`config.mk`:
```
export PLATFORM = sky130hd
export DESIGN_NAME = whack_game_ctrl_flat
export DESIGN_NICKNAME = d
export VERILOG_FILES = /design/src/rtl/whack_game_if.sv /design/src/rtl/whack_game_ctrl.sv /design/src/flat_wrapper.sv
export SDC_FILE = /design/constraint.sdc
export NUM_CORES = 1
export LEC_CHECK = 0
export CORE_ASPECT_RATIO = 0.5
export CORE_MARGIN = 2
export CORE_UTILIZATION = 45
export CTS_BUF_LIST = sky130_fd_sc_hd__clkbuf_8
export CTS_CLUSTER_DIAMETER = 200
export DETAILED_ROUTE_END_ITERATION = 6
export PLACE_DENSITY = 0.66
export SYNTH_ARGS = -nofsm -noshare
export SYNTH_HDL_FRONTEND = slang
export SYNTH_SLANG_ARGS = --single-unit
```
`constraint.sdc`:
```
create_clock -name clk -period 3.9 [get_ports clk]
set_input_delay 0.78 -clock clk [delete_from_list [all_inputs] [get_ports clk]]
set_output_delay 0.78 -clock clk [all_outputs]
set_load 0.05 [all_outputs]
```
`src/rtl/whack_game_if.sv`:
```
// Port bundle between the reaction-game sequencer and its surroundings:
// tick and start in, raw switches in, LED drive and BCD score digits out.
interface whack_game_if #(
    parameter int LED_NUM = 8
);
    logic               tick;
    logic               start;
    logic [LED_NUM-1:0] switch;
    logic [LED_NUM-1:0] led_state;
    logic [15:0]        nums;
    logic               busy;
    logic               hit_pulse;
    logic               game_over;

    modport master (
        output tick, start, switch,
        input  led_state, nums, busy, hit_pulse, game_over
    );

    modport slave (
        input  tick, start, switch,
        output led_state, nums, busy, hit_pulse, game_over
    );
endinterface

```
`src/rtl/whack_game_ctrl.sv`:
```
// Reaction-game sequencer: lights one pseudo-random LED per round, scores a
// rising edge on the matching switch inside a tick-counted window, keeps BCD scores.
module whack_game_ctrl #(
    parameter int LED_NUM   = 8,
    parameter int TIMEOUT   = 6,
    parameter int GAP_TICKS = 2,
    parameter int ROUNDS    = 10
) (
    input  logic        clk,
    input  logic        clr,
    whack_game_if.slave game
);
    localparam int         LW         = $clog2(LED_NUM);
    localparam logic [7:0] LFSR_SEED  = 8'hA5;
    localparam logic [7:0] TIMEOUT_V  = 8'(TIMEOUT);
    localparam logic [7:0] GAP_V      = 8'(GAP_TICKS);
    localparam logic [7:0] ROUNDS_BCD = 8'(((ROUNDS / 10) * 16) + (ROUNDS % 10));

    typedef enum logic [2:0] {
        S_IDLE,
        S_ARM,
        S_WAIT,
        S_HIT,
        S_MISS,
        S_GAP,
        S_DONE
    } state_t;

    state_t             state_q, state_d;
    logic [7:0]         lfsr_q, lfsr_d;
    logic [LW-1:0]      target_q, target_d;
    logic [7:0]         timer_q, timer_d;
    logic [7:0]         gap_q, gap_d;
    logic [7:0]         rounds_q, rounds_d;
    logic [7:0]         hits_q, hits_d;

    logic [LED_NUM-1:0] sync1_q, sync2_q, prev_q, edge_q;
    logic [LED_NUM-1:0] led_q, led_d;
    logic               busy_q, busy_d;
    logic               hit_q, hit_d;
    logic               over_q, over_d;

    logic [LED_NUM-1:0] tgt_hot;
    logic [LED_NUM-1:0] tgt_hot_next;
    logic [7:0]         lfsr_step;
    logic [LW-1:0]      cand;
    logic [7:0]         rounds_inc;

    function automatic logic [7:0] bcd_inc(input logic [7:0] v);
        logic [7:0] r;
        r = v;
        if (v == 8'h99) begin
            r = v;
        end else if (v[3:0] == 4'd9) begin
            r = {v[7:4] + 4'd1, 4'd0};
        end else begin
            r = {v[7:4], v[3:0] + 4'd1};
        end
        return r;
    endfunction

    // One-hot views of the current target (hit classification) and the
    // upcoming target (registered LED drive).
    for (genvar gi = 0; gi < LED_NUM; gi++) begin : g_dec
        assign tgt_hot[gi]      = (target_q == LW'(gi));
        assign tgt_hot_next[gi] = (target_d == LW'(gi));
    end

    assign lfsr_step  = {lfsr_q[6:0], lfsr_q[7] ^ lfsr_q[5] ^ lfsr_q[4] ^ lfsr_q[3]};
    assign cand       = lfsr_step[LW-1:0];
    assign rounds_inc = bcd_inc(rounds_q);

    always_comb begin
        state_d  = state_q;
        lfsr_d   = lfsr_q;
        target_d = target_q;
        timer_d  = timer_q;
        gap_d    = gap_q;
        rounds_d = rounds_q;
        hits_d   = hits_q;

        case (state_q)
            S_IDLE, S_DONE: begin
                if (game.start) begin
                    rounds_d = 8'h00;
                    hits_d   = 8'h00;
                    state_d  = S_ARM;
                end
            end
            S_ARM: begin
                // target_q still holds the previous round's LED here
                lfsr_d   = lfsr_step;
                target_d = (cand == target_q) ? cand + 1'b1 : cand;
                timer_d  = TIMEOUT_V;
                state_d  = S_WAIT;
            end
            S_WAIT: begin
                if (game.tick) begin
                    timer_d = timer_q - 8'd1;
                end
                // Any switch activity decides the round before the timer does.
                if (|edge_q) begin
                    state_d = (edge_q == tgt_hot) ? S_HIT : S_MISS;
                end else if (game.tick && (timer_q == 8'd1)) begin
                    state_d = S_MISS;
                end
            end
            S_HIT, S_MISS: begin
                rounds_d = rounds_inc;
                if (state_q == S_HIT) begin
                    hits_d = bcd_inc(hits_q);
                end
                if (rounds_inc == ROUNDS_BCD) begin
                    state_d = S_DONE;
                end else if (GAP_TICKS == 0) begin
                    state_d = S_ARM;
                end else begin
                    gap_d   = GAP_V;
                    state_d = S_GAP;
                end
            end
            S_GAP: begin
                if (game.tick) begin
                    gap_d = gap_q - 8'd1;
                    if (gap_q == 8'd1) begin
                        state_d = S_ARM;
                    end
                end
            end
            default: begin
                state_d = S_IDLE;
            end
        endcase
    end

    // Outputs are registered from the next state so they line up with it.
    always_comb begin
        led_d  = '0;
        busy_d = 1'b1;
        hit_d  = 1'b0;
        over_d = 1'b0;
        case (state_d)
            S_WAIT: led_d = tgt_hot_next;
            S_DONE: led_d = '1;
            default: led_d = '0;
        endcase
        if ((state_d == S_IDLE) || (state_d == S_DONE)) begin
            busy_d = 1'b0;
        end
        hit_d  = (state_d == S_HIT);
        over_d = (state_d == S_DONE);
    end

    always_ff @(posedge clk) begin
        if (clr) begin
            state_q  <= S_IDLE;
            lfsr_q   <= LFSR_SEED;
            target_q <= '0;
            timer_q  <= 8'd0;
            gap_q    <= 8'd0;
            rounds_q <= 8'h00;
            hits_q   <= 8'h00;
            sync1_q  <= '0;
            sync2_q  <= '0;
            prev_q   <= '0;
            edge_q   <= '0;
            led_q    <= '0;
            busy_q   <= 1'b0;
            hit_q    <= 1'b0;
            over_q   <= 1'b0;
        end else begin
            state_q  <= state_d;
            lfsr_q   <= lfsr_d;
            target_q <= target_d;
            timer_q  <= timer_d;
            gap_q    <= gap_d;
            rounds_q <= rounds_d;
            hits_q   <= hits_d;
            sync1_q  <= game.switch;
            sync2_q  <= sync1_q;
            prev_q   <= sync2_q;
            edge_q   <= sync2_q & ~prev_q;
            led_q    <= led_d;
            busy_q   <= busy_d;
            hit_q    <= hit_d;
            over_q   <= over_d;
        end
    end

    assign game.led_state = led_q;
    assign game.nums      = {rounds_q, hits_q};
    assign game.busy      = busy_q;
    assign game.hit_pulse = hit_q;
    assign game.game_over = over_q;
endmodule
```
`src/flat_wrapper.sv`:
```
// flat-port wrapper written by rule: the top's interface ports become plain ports
module whack_game_ctrl_flat 
#(
    parameter int LED_NUM   = 8,
    parameter int TIMEOUT   = 6,
    parameter int GAP_TICKS = 2,
    parameter int ROUNDS    = 10
)
  (clk, clr, game_tick, game_start, game_switch, game_led_state, game_nums, game_busy, game_hit_pulse, game_game_over);
  whack_game_if #(.LED_NUM(LED_NUM)) game_i ();
  input  logic clk;
  input  logic clr;
  input wire logic [$bits(game_i.tick)-1:0] game_tick;
  input wire logic [$bits(game_i.start)-1:0] game_start;
  input wire logic [$bits(game_i.switch)-1:0] game_switch;
  output wire logic [$bits(game_i.led_state)-1:0] game_led_state;
  output wire logic [$bits(game_i.nums)-1:0] game_nums;
  output wire logic [$bits(game_i.busy)-1:0] game_busy;
  output wire logic [$bits(game_i.hit_pulse)-1:0] game_hit_pulse;
  output wire logic [$bits(game_i.game_over)-1:0] game_game_over;
  assign game_i.tick = game_tick;
  assign game_i.start = game_start;
  assign game_i.switch = game_switch;
  assign game_led_state = game_i.led_state;
  assign game_nums = game_i.nums;
  assign game_busy = game_i.busy;
  assign game_hit_pulse = game_i.hit_pulse;
  assign game_game_over = game_i.game_over;
  whack_game_ctrl #(.LED_NUM(LED_NUM), .TIMEOUT(TIMEOUT), .GAP_TICKS(GAP_TICKS), .ROUNDS(ROUNDS)) u_core (.clk(clk), .clr(clr), .game(game_i));
endmodule
```
==> reports/qor.csv, run 1 <==
stage,metric,value,unit
cells_and_area,Layout Cells excl Fill,608,
worst_setup_path,critical path launch point,u_core.rounds_q[4],
placement,Buffers on Ports,38,
sta,Slew headroom,54.5,%
cells_and_area,NumNets Final,509,
run_status,status,"finished, final reports clean",
cells_and_area,FILL cells,820,
synth,post-synthesis cell count,456,
cells_and_area,Finished Cell Area,4720,µm²
sta,Final setup viols,0,
synth,sequential cell area fraction in the yosys report,44.1,%
worst_setup_path,Worst Setup EP,game_nums[12],
floorplanning,row count,24,
pwr,Pwr per Cell Area,706,nW/µm²
worst_setup_path,CP max stage delay,0.88,ns
synth,"count leader, synth",dfxtp_1,
worst_setup_path,worst reg2reg path depth,7,
detailed_routing,initial drt markers,184,
sta,TNS Setup,0,ns
worst_setup_path,crit start category,flop,
sta,period utilisation layout,66.8,%
clocking,CTS H-tree depth,3,
floorplanning,Die Ht,71.0,µm
synth,leading area contributor after synthesis,dfxtp_1,
worst_setup_path,worst path required time,3.12,ns
worst_setup_path,CP Class,reg -> out,
synth,"Top FF cell, synth",dfxtp_1,
clocking,Post-CTS Resized,0,
placement,placed cells,592,
synth,Yosys warning count,0,
floorplanning,IO Count,39,
synth,most frequent cells after synthesis,"dfxtp_1 (89), nor2_1 (53), nand2_1 (42), nor2b_1 (35), a21oi_1 (21)",
placement,routability cong.,0.852,
global_route,initial antenna violation count,0,
placement,Setup WS pre-CTS,1.12,ns
detailed_routing,vias per inst,5.25,
sta,worst setup margin,1.29,ns
cells_and_area,area added between synthesis and finish,16.9,%
floorplanning,Total Die Area,9800,µm²
synth,post-synth cell types,67,
clocking,clk sink count,89,
synth,post-synthesis async set-or-reset flop share,0,%
floorplanning,die width,138,µm
sta,RSZ-0062 raised after global routing,no,
cells_and_area,antenna diode count,0,
sta,Final Slew Violations,0,
sta,Final min period,2.61,ns
global_route,first-pass GRT wire length,13200,µm
sta,number of hold violations in the final report,0,
clocking,clock-pin slew on the worst setup and hold paths,0.09,ns
worst_setup_path,CP endpoint kind,output pin,
clocking,CTS tree,yes,
detailed_routing,iteration count of the initial detailed-routing pass,5,
worst_setup_path,Reg-to-Reg Start,u_core.state_q[1],
detailed_routing,DRT antenna net count,0,
hold_path,hold crit path type,reg -> reg,
floorplanning,core area,8710,µm²
cells_and_area,share of post-route cells with drive strength above 1,8.35,%
clocking,clk_lat worst skew,0.36,ns
clocking,root buf cell,clkbuf_8,
synth,Syn Nets,479,
sta,hold_ws,0.382,ns
detailed_routing,routed wire length per instance,13.0,µm
job,max cap viols,0,
synth,Synth top area share,44.1,%
worst_setup_path,Crit path depth,1,
clocking,clk buf depth,2,
sta,f_max,384,MHz
placement,DP Wirelength,5410,µm
detailed_routing,DRC viols,0,
worst_setup_path,Crit Path Max Fanout,10,
synth,"EDFF count, synth",0,
pwr,VDD IR max,0.000371,V
pwr,final total power,3.34,mW
worst_setup_path,crit path buf inv count,1,
placement,DP Area,4490,µm²
synth,Seq cells post-synth,89,
global_route,Total GRT Usage,16.7,%
worst_setup_path,Crit path arrival time,1.83,ns
clocking,Num CTS Buffers,9,
global_route,vias in the first global route,2734,
detailed_routing,vias,3190,
cells_and_area,utilization after layout,54.3,%
worst_setup_path,CP max-delay cell,clkdlybuf4s50_1,
clocking,setup bufs post-CTS,0,
detailed_routing,Total Wirelength,7910,µm
sta,clk_skew,0.00687,ns
worst_setup_path,Worst path top cell family by delay,buffers and inverters,
synth,Synth Area per Inst,8.87,µm²
global_route,grt total ovfl,0,
floorplanning,Initial Util,46.4,%
synth,synth top area cells,"dfxtp_1 (44%), nor2b_1 (5.4%), nor2_1 (4.9%), nand2_1 (3.9%), ha_1 (3.4%)",
pwr,Pleak,1.80,nW
global_route,largest net degree at the start of global routing,55,
worst_setup_path,Reg2Reg Setup Slack,1.35,ns
worst_setup_path,reg-to-reg endpoint,u_core.rounds_q[4],
sta,Slew @ Worst Pin,0.679,ns
synth,synthesized cell area,4040,µm²
worst_setup_path,worst-path cell chain,clkdlybuf4s50_1,
clocking,hold-fix buffers at CTS,0,
-- state kept, by name, summed over array words and instances, names as in the netlist, 8 cells and up --
| signal | flops |
|---|---|
| u_core.sync1_q | 8 |
| u_core.edge_q | 8 |
| u_core.hits_q | 8 |
| u_core.lfsr_q | 8 |
| u_core.game.led_state | 8 |
| u_core.prev_q | 8 |
| u_core.timer_q | 8 |
| u_core.gap_q | 8 |
| u_core.sync2_q | 8 |
| u_core.rounds_q | 8 |
-- kinds of logic after synthesis --
kind of cell	share of synthesized area (%)
AND/OR/NAND/NOR	28.0
flip-flops	44.1
AO/OA/AOI/OAI	14.9
buffers and inverters	4.05
XOR/XNOR	5.32
adder cells (fa/ha/maj)	3.40
multiplexers	0.248
-- report_power, final --
part           internal (mW)  switching (mW)  total, mW
Clock                  0.400           0.329      0.729
Combinational          0.524           0.792       1.32
Sequential              1.09           0.206       1.29
-- area by class of cell --
cell class                 instances  area, µm²  area share, %
multi-input combinational        328       2100           44.4
tap                              117        146           3.10
clock buffer                      11        151           3.20
inverter                          17       63.8           1.35
timing repair buffer              41        398           8.42
sequential                        89       1780           37.7
clock inverter                     5       86.3           1.83
-- how the worst min path moves through the flow --
stage	slack, ns	end	from	cells after the start
3_5_place_dp	0.37	u_core.edge_q[1]	u_core.prev_q[1]	1
2_1_floorplan	0.37	u_core.edge_q[0]	u_core.prev_q[0]	1
6_report	0.38	u_core.edge_q[4]	u_core.prev_q[4]	1
5_1_grt	0.40	u_core.edge_q[0]	u_core.prev_q[0]	1
3_3_place_gp	0.37	u_core.edge_q[1]	u_core.prev_q[1]	1
4_1_cts	0.39	u_core.edge_q[2]	u_core.prev_q[2]	1
-- cells in the final DEF (no fill, tap or decap), types with 2 or more instances in the layout --
cell and count:
a211o_1 3, a211oi_1 6, a21o_1 3, a21oi_1 21
a21oi_2 7, a22oi_1 3, a31oi_1 3, and2_1 4
and3_1 3, and3b_1 2, buf_4 3, bufinv_16 2
clkbuf_8 11, clkdlybuf4s50_1 37, clkinv_4 2, dfxtp_1 89
ha_1 11, inv_1 13, inv_2 3, nand2_1 42
nand2b_1 3, nand3_1 15, nand3b_1 5, nand4_1 7
nand4b_1 3, nor2_1 53, nor2b_1 35, nor3_1 19
nor3b_1 5, nor4bb_1 2, o21ai_0 7, o21ai_1 8
o31ai_1 3, or3_1 2, or4_1 2, xnor2_1 9
xor2_1 13
-- routing by layer --
layer  vias up  global-route usage [%]  part of all wire [%]
met3         7                    5.89                   5.8
li1       1637                       -                     -
met5         -                       0                     0
met2        72                    24.8                    44
met1      1474                    23.1                    50
met4         0                    5.33                  0.87
Note: power is estimated with default switching activity, not from simulation.
==> inputs of run 2 (changes only) <==
- clock period: 3.9 -> 2.4 ns (I/O delays scaled with it)
==> run 2 against run 1 <==
Via count up 0.50%. Sequential power increased by 57%. Global-route usage grew 0.32 points. Worst hold slack better by 0.0025 ns. Largest cell class unchanged. Non-clock buffer count grew 13. Clock skew about the same. Register-to-register slack worse by 1.2 ns. Power is 62% higher. Core utilization grew 1.1 points.
==> reports/qor.csv, run 2 (same netlist as run 1, synthesis figures left out) <==
stage,metric,value,unit
run_status,status,"finished, final reports clean",
detailed_routing,iteration count of the initial detailed-routing pass,4,
floorplanning,die width,138,µm
cells_and_area,most frequent cells in the layout,"dfxtp_1 (85), nor2_1 (53), nand2_1 (42)",
clocking,root buf cell,clkbuf_8,
sta,Final setup viols,0,
global_route,grt total ovfl,0,
cells_and_area,Finished Cell Area,4820,µm²
hold_path,hold path cells,1,
global_route,initial antenna violation count,0,
clocking,clk buf depth,2,
cells_and_area,share of post-route cells with drive strength above 1,11.7,%
worst_setup_path,Crit path arrival time,2.46,ns
detailed_routing,routed wire length per instance,12.5,µm
sta,RSZ-0062 raised after global routing,no,
sta,worst setup margin,0.155,ns
clocking,CTS H-tree depth,3,
worst_setup_path,worst-path cell chain,"inv_1, ha_1, and3b_1, nor4b_4, o32ai_2, and2_1, o31ai_2, o311ai_1",
sta,number of hold violations in the final report,0,
global_route,layer with the highest usage,met2,
placement,Buffers on Ports,38,
floorplanning,Initial Util,46.4,%
hold_path,hold crit path type,reg -> reg,
worst_setup_path,worst reg2reg path depth,8,
sta,Slew @ Worst Pin,0.607,ns
floorplanning,Total Die Area,9800,µm²
sta,f_max,445,MHz
worst_setup_path,crit start category,flop,
worst_setup_path,CP max-delay cell,dfxtp_2,
sta,period utilisation layout,93.5,%
sta,Final min period,2.25,ns
worst_setup_path,Crit path depth,8,
clocking,setup bufs post-CTS,0,
worst_setup_path,CP max stage delay,0.43,ns
clocking,CTS tree,yes,
clocking,clk sink count,89,
global_route,Total GRT Usage,17.0,%
detailed_routing,vias per inst,5.16,
detailed_routing,vias,3206,
sta,clk_skew,0.00705,ns
clocking,Num CTS Buffers,9,
sta,Slew headroom,59.5,%
cells_and_area,"commonest non-fill, non-tap cell in the layout",dfxtp_1,
cells_and_area,antenna diode count,0,
placement,DP Wirelength,5580,µm
global_route,first-pass GRT wire length,13500,µm
floorplanning,core area,8710,µm²
global_route,met3 Track Usage GR,6.03,%
global_route,GRT met1 Usage,23.2,%
worst_setup_path,CP endpoint kind,flop,
floorplanning,Die Ht,71.0,µm
clocking,hold-fix buffers at CTS,0,
detailed_routing,DRC viols,0,
floorplanning,row count,24,
global_route,largest net degree at the start of global routing,36,
pwr,VDD IR max,0.000548,V
placement,Setup WS pre-CTS,0.00288,ns
detailed_routing,DRT antenna net count,0,
detailed_routing,initial drt markers,166,
cells_and_area,NumNets Final,522,
worst_setup_path,Worst path top cell family by delay,simple AND/OR/NAND/NOR gates,
global_route,vias in the first global route,2887,
detailed_routing,Total Wirelength,7780,µm
worst_setup_path,Crit Path Max Fanout,8,
pwr,Pleak,1.86,nW
worst_setup_path,worst path required time,2.61,ns
job,max cap viols,0,
pwr,Pwr per Cell Area,1120,nW/µm²
floorplanning,IO Count,39,
worst_setup_path,CP Class,reg -> reg,
cells_and_area,area added between synthesis and finish,19.2,%
sta,Final Slew Violations,0,
placement,routability cong.,0.881,
clocking,clk_lat worst skew,0.36,ns
worst_setup_path,crit path buf inv count,1,
global_route,met2 Usage GRT,25.8,%
sta,TNS Setup,0,ns
clocking,clock-pin slew on the worst setup and hold paths,0.09,ns
placement,DP Area,4590,µm²
run 2: cell types whose count changed in the layout (fill, tap and decap cells not counted), sizes merged:
| cell | change |
|---|---|
| bufinv | -1 |
| clkbuf | -1 |
| buf | +13 |
| clkinv | +2 |
run 2: path summary, 6_finish.rpt:
path | start | endpoint | slack (ns)
setup / recovery | u_core.rounds_q[5] | u_core.game.busy | 0.15
hold / removal | u_core.prev_q[3] | u_core.edge_q[3] | 0.38
setup reg to reg | u_core.rounds_q[5] | u_core.game.busy | 0.15
hold reg to reg | u_core.prev_q[3] | u_core.edge_q[3] | 0.38
run 2: final cells by class:
type                    count  area, µm²
clock inverters             6       66.3
well taps                 117        146
repair buffers             54        495
flip-flops and latches     89       1790
clock buffers              10        138
multi-input cells         328       2120
inverters                  17       63.8
fillers                   794       3890
run 2: stage by stage:
step           util [%]  hold WS, ns  power [mW]  instances
2_1_floorplan         -        0.367        3.78        456
3_3_place_gp       52.7        0.371        4.35        605
3_5_place_dp       52.7        0.375        4.38        605
4_1_cts            55.1        0.388        5.44        621
5_1_grt            55.3        0.397        5.82        621
6_report           55.3        0.385        5.39        621
run 2: routing by layer:
layer  vias to the layer above  wire (µm)
li1                       1662          -
met1                      1474       3950
met2                        66       3350
met3                         4        432
met4                         0         44
met5                         -          0
run 2: what timing repair did:
action,4_1_cts,5_1_grt
endpoints found under the setup margin,1,9
pin swaps,0,1
resized for setup,1,2
run 2: power breakdown:
group / switching, mW / leakage [nW] / internal [mW]
Combinational: 1.38 / 1.03 / 0.953
Sequential: 0.255 / 0.728 / 1.77
Clock: 0.527 / 0.107 / 0.513
Total: 2.16 / 1.86 / 3.23
